--- src/rtl/test_monitor_sat_counter.sv ---
// Saturating up-counter with synchronous clear; holds at all-ones once reached.
module sat_counter #(
  parameter int W = 32
) (
  input  logic         clk_i,
  input  logic         rst_i,
  input  logic         clr_i,
  input  logic         inc_i,
  output logic [W-1:0] cnt_o
);

  logic [W-1:0] cnt_q, cnt_d;

  always_comb begin
    cnt_d = cnt_q;
    if (clr_i) begin
      cnt_d = '0;
    end else if (inc_i && (cnt_q != {W{1'b1}})) begin
      cnt_d = cnt_q + 1'b1;
    end
  end

  always_ff @(posedge clk_i) begin
    if (!rst_i) begin
      cnt_q <= '0;
    end else begin
      cnt_q <= cnt_d;
    end
  end

  assign cnt_o = cnt_q;

endmodule

--- config.mk ---
export PLATFORM = sky130hd
export DESIGN_NAME = sat_counter
export DESIGN_NICKNAME = d
export VERILOG_FILES = /design/src/rtl/test_monitor_sat_counter.sv
export SDC_FILE = /design/constraint.sdc
export NUM_CORES = 1
export LEC_CHECK = 0
export ABC_AREA = 1
export CORE_MARGIN = 3
export CORE_UTILIZATION = 53
export DETAILED_ROUTE_END_ITERATION = 7
export GPL_TIMING_DRIVEN = 0
export PLACE_DENSITY = 0.8
export SYNTH_ARGS = -nofsm -noshare
export SYNTH_HDL_FRONTEND = slang
export SYNTH_SLANG_ARGS = --single-unit
--- constraint.sdc ---
create_clock -name clk_i -period 1.9 [get_ports clk_i]
set_input_delay 0.38 -clock clk_i [delete_from_list [all_inputs] [get_ports clk_i]]
set_output_delay 0.38 -clock clk_i [all_outputs]
set_load 0.02 [all_outputs]
* After elaboration in Yosys (flattened, before gate mapping)
Cells that the tools add are included.
** Storage, ports and cells
- Bits in registers :: 32
- Logic and storage cells :: 6
** Operators by class
- Add/sub/neg operators :: 1
- Equality and inequality tests :: 1
- Bitwise gates (word level) :: 1
- Reductions and logical operators :: 2
** Operators with widths (count)
- $add 32x1->32 const B :: 1
- $ne 32x32->1 const B :: 1
- $reduce_or 2->1 :: 1
- $logic_and 1x1->1 :: 1
- $not 1->1 :: 1

* Logic depth before layout (Yosys ltp)
Gate-level depths: netlist (run 1).
- Depth after elaboration :: 2
- Mapped depth :: 11
- Mapped depth without buffers :: 11

* Least setup slack after synthesis (run 1)
No wires, ideal clock.
- Kind :: register to register
- From :: register cnt_q[0] (netlist: cnt_o[0])
- To :: register cnt_q[26] (netlist: cnt_o[26])
- Data arrival time :: 1585 ps
- Required time :: 1784 ps
- Slack :: 199 ps
- Cell stages (with the launch flop) :: 10
- Buffers on the path :: 1
- Path through :: dfxtp_1 -> ha_1 -> nand2_2 -> nor2_4 -> nand2_2 -> inv_2 -> nand3_4 -> buf_6 -> a21oi_1 -> nor2_1
** Between the ends
- Word-level cells in the longest chain between the ends :: 2
- Elaborated cells on any way between the ends :: 3
** RTL lines
- start, declared :: RTL line 12 : logic [W-1:0] cnt_q, cnt_d;
- start signal, assigned :: RTL line 27 : cnt_q <= cnt_d;
- branches (longest 2 deep; another with $add 32x1->32)
Several ways; the timed one is not identified.
A chain may end at the register's enable or synchronous reset.

* Final worst setup path (run 1)
- From :: register cnt_q[26] (netlist: cnt_o[26])
- To :: output cnt_o[26]
** RTL lines
- end, declared :: RTL line 9 : output logic [W-1:0] cnt_o
No word-level cell between the ends.

==> results of run 1 <==
[power by group]
part	internal [mW]	switching [mW]	leakage [nW]	total, mW
clock	0.322	0.243	0.0503	0.565
combinational	0.0219	0.0332	0.639	0.0551
sequential	0.673	0.00314	0.259	0.676
total	1.02	0.279	0.948	1.30
[area by class of cell]
cell class	instances	area, µm²	share of cell area, %
timing repair buffer	35	350	13.6
sequential	32	643	24.9
tap	48	60.1	2.32
multi-input combinational	257	1240	47.9
inverter	35	131	5.08
buffer	8	66.3	2.57
clock buffer	7	96.3	3.73
[final timing paths]
| kind | to | slack, ns | cells after the start |
|---|---|---|---|
| worst min register to register | cnt_o[1]$_SDFFE_PP0P_ | 0.50 | 2 |
| worst min-delay path | cnt_o[1]$_SDFFE_PP0P_ | 0.50 | 2 |
| worst max-delay path | cnt_o[26] | 0.13 | 1 |
| worst max register to register | cnt_o[24]$_SDFFE_PP0P_ | 0.17 | 8 |
[synthesized netlist by cell type]
master	count	area, µm²
nor2_1	72	270
buf_2	1	5.00
o21ai_0	1	5.00
nand3_2	3	30.0
or2_2	1	6.26
and2_1	1	6.26
buf_6	4	45.0
nand4_1	5	31.3
inv_1	32	120
nand2_4	1	11.3
nand3b_1	3	22.5
nand2_1	88	330
ha_1	1	12.5
nor2_4	6	67.6
clkbuf_1	2	7.51
nor3_1	7	35.0
a21oi_2	1	8.76
xor2_1	2	17.5
nand3_4	2	35.0
nand3_1	27	135
dfxtp_1	32	641
nor2_8	1	20.0
buf_4	1	7.51
inv_2	3	11.3
a21oi_1	25	125
nor2_2	2	12.5
nand2_2	8	50.1
[stage by stage]
step	hold WS [ns]	power [mW]
floorplan	0.574	0.725
global placement	0.497	0.744
finish	0.498	1.30
detailed placement	0.510	0.745
CTS	0.525	1.31
global route	0.522	1.34
[layer usage]
| metal | global-route usage [%] | part of all wire [%] | vias up |
|---|---|---|---|
| li1 | - | - | 1132 |
| met1 | 31.6 | 46 | 1011 |
| met2 | 44.8 | 48 | 53 |
| met3 | 5.58 | 4.1 | 10 |
| met4 | 8.19 | 1.5 | 0 |
| met5 | 0 | 0 | - |
[repair_timing]
item,CTS,global route
resized for setup,0,6
endpoints found under the setup margin,0,8
buffers inserted,0,0
[cells by family (layout without fill, tap and decap cells)]
family | after synthesis | in the layout | synth area share [%]
adders and majority gates | 1 | 1 | 0.604
buffers and inverters | 43 | 85 | 9.49
xor gates and xnor gates | 2 | 2 | 0.847
DFF | 32 | 32 | 31.0
and+or+nand+nor | 227 | 227 | 51.4
AOI/OAI and AO/OA | 27 | 27 | 6.71
==> results_dict.tcl, run 1 <==
set metrics [dict create \
    status "completed" \
    crit_path_start_kind "flip-flop" \
    final_common_cell "nand2_1" \
    slew_headroom_pct 69.3 \
    ys_seq_elements 32 \
    dp_hpwl_um 4320 \
    grt_pass1_wl_um 9090 \
    ios 36 \
    worst_pin_slew_ns 0.461 \
    finalHoldViolations 0 \
    rsz0062_at_grt "no" \
    path_class "reg -> out" \
    dp_slack_ns -0.195 \
    clk_pin_slew_ns 0.07 \
    crit_family "buffers and inverters" \
    syn_nets 337 \
    final_antenna_net_count 0 \
    clock.fmax_mhz 564 \
    via_per_inst 5.23 \
    finalCritPeriodShare_pct 93.3 \
    largest_reg_flops 32 \
    antenna_found_initial 0 \
    slowest_delay_ns 0.66 \
    irDropWorstVdd_mv 0.488 \
    wire_per_inst_um 13.1 \
    vias 2206 \
    io_buffers 35 \
    cts_hold_buf 0 \
    drive_gt1_share_pct 12.3 \
    place_congestion 0.908 \
    grt_overflow 0 \
    die_w_um 68.5 \
    final_cell_area_mm2 0.00258 \
    slew_violations 0 \
    power_leakage_nw 0.948 \
    htreeDepth 2 \
    synthCells 332 \
    cap_violations 0 \
    fill_cells 340 \
    r2r-start "cnt_o[0]$_SDFFE_PP0P_" \
    fin_skew_ns 0.00530 \
    dr.pass1.iters 4 \
    final_cells 422 \
    power_density_mw_per_mm2 502 \
    finalSetupViolCount 0 \
    design.core.area_mm2 0.00372 \
    post_synth.cell_area_avg_um2 6.23 \
    fin_nets 379 \
    clk_path_buf_depth 2 \
    arrival_ns 1.39 \
    worst_ep_required_time_ns 1.52 \
    cts_tree "done" \
    n_antenna_cell 0 \
    drt-initial-drc-count 146 \
    grt_max_degree 11 \
    path_cells "clkdlybuf4s50_1" \
    yosysUniqueCellTypes 27 \
    min_from "cnt_o[1]$_SDFFE_PP0P_" \
    ys_warn_count 0 \
    drc 0 \
    rows 22 \
    synth_area_mm2 0.00207 \
    numCtsBuffers 5 \
    critical_path.endpoint_type "primary output" \
    period_needed_ns 1.77 \
    syn2layout_area_growth_pct 24.9 \
    grt_pass1_vias 2022 \
    insertion_delay_ns 0.28 \
    clock_sink_count 32 \
    slowest_stage "clkdlybuf4s50_1" \
    hp-class "reg -> reg" \
    die_h_um 68.5 \
    die_area_mm2 0.00469 \
    clockRootBuffer "clkbuf_8" \
    track_usage_pct 25.9 \
    crit_start "cnt_o[26]$_SDFFE_PP0P_" \
    worst-path-buf-inv 1 \
    final_cell_mix "nand2_1, nor2_1, clkdlybuf4s50_1" \
    setup_slack_ns 0.128 \
    final_util_pct 69.6 \
    critPathMaxFanout 6 \
    placedCellCount 415 \
    start_util_pct 55.7 \
    setup_tns_ns 0 \
    synth-seq-area-share_pct 31.0 \
    routed_wl_um 5520 \
    postPlaceCellArea_mm2 0.00248 \
]
Power figures use the tool's default switching activity.
==> run 2: changes to the inputs <==
Settings changed: HOLD_SLACK_MARGIN from default to 0.03, SLEW_MARGIN from default to 20.
==> results of run 2 <==
No change in the layout: final DEF, timing and power equal those of run 1.
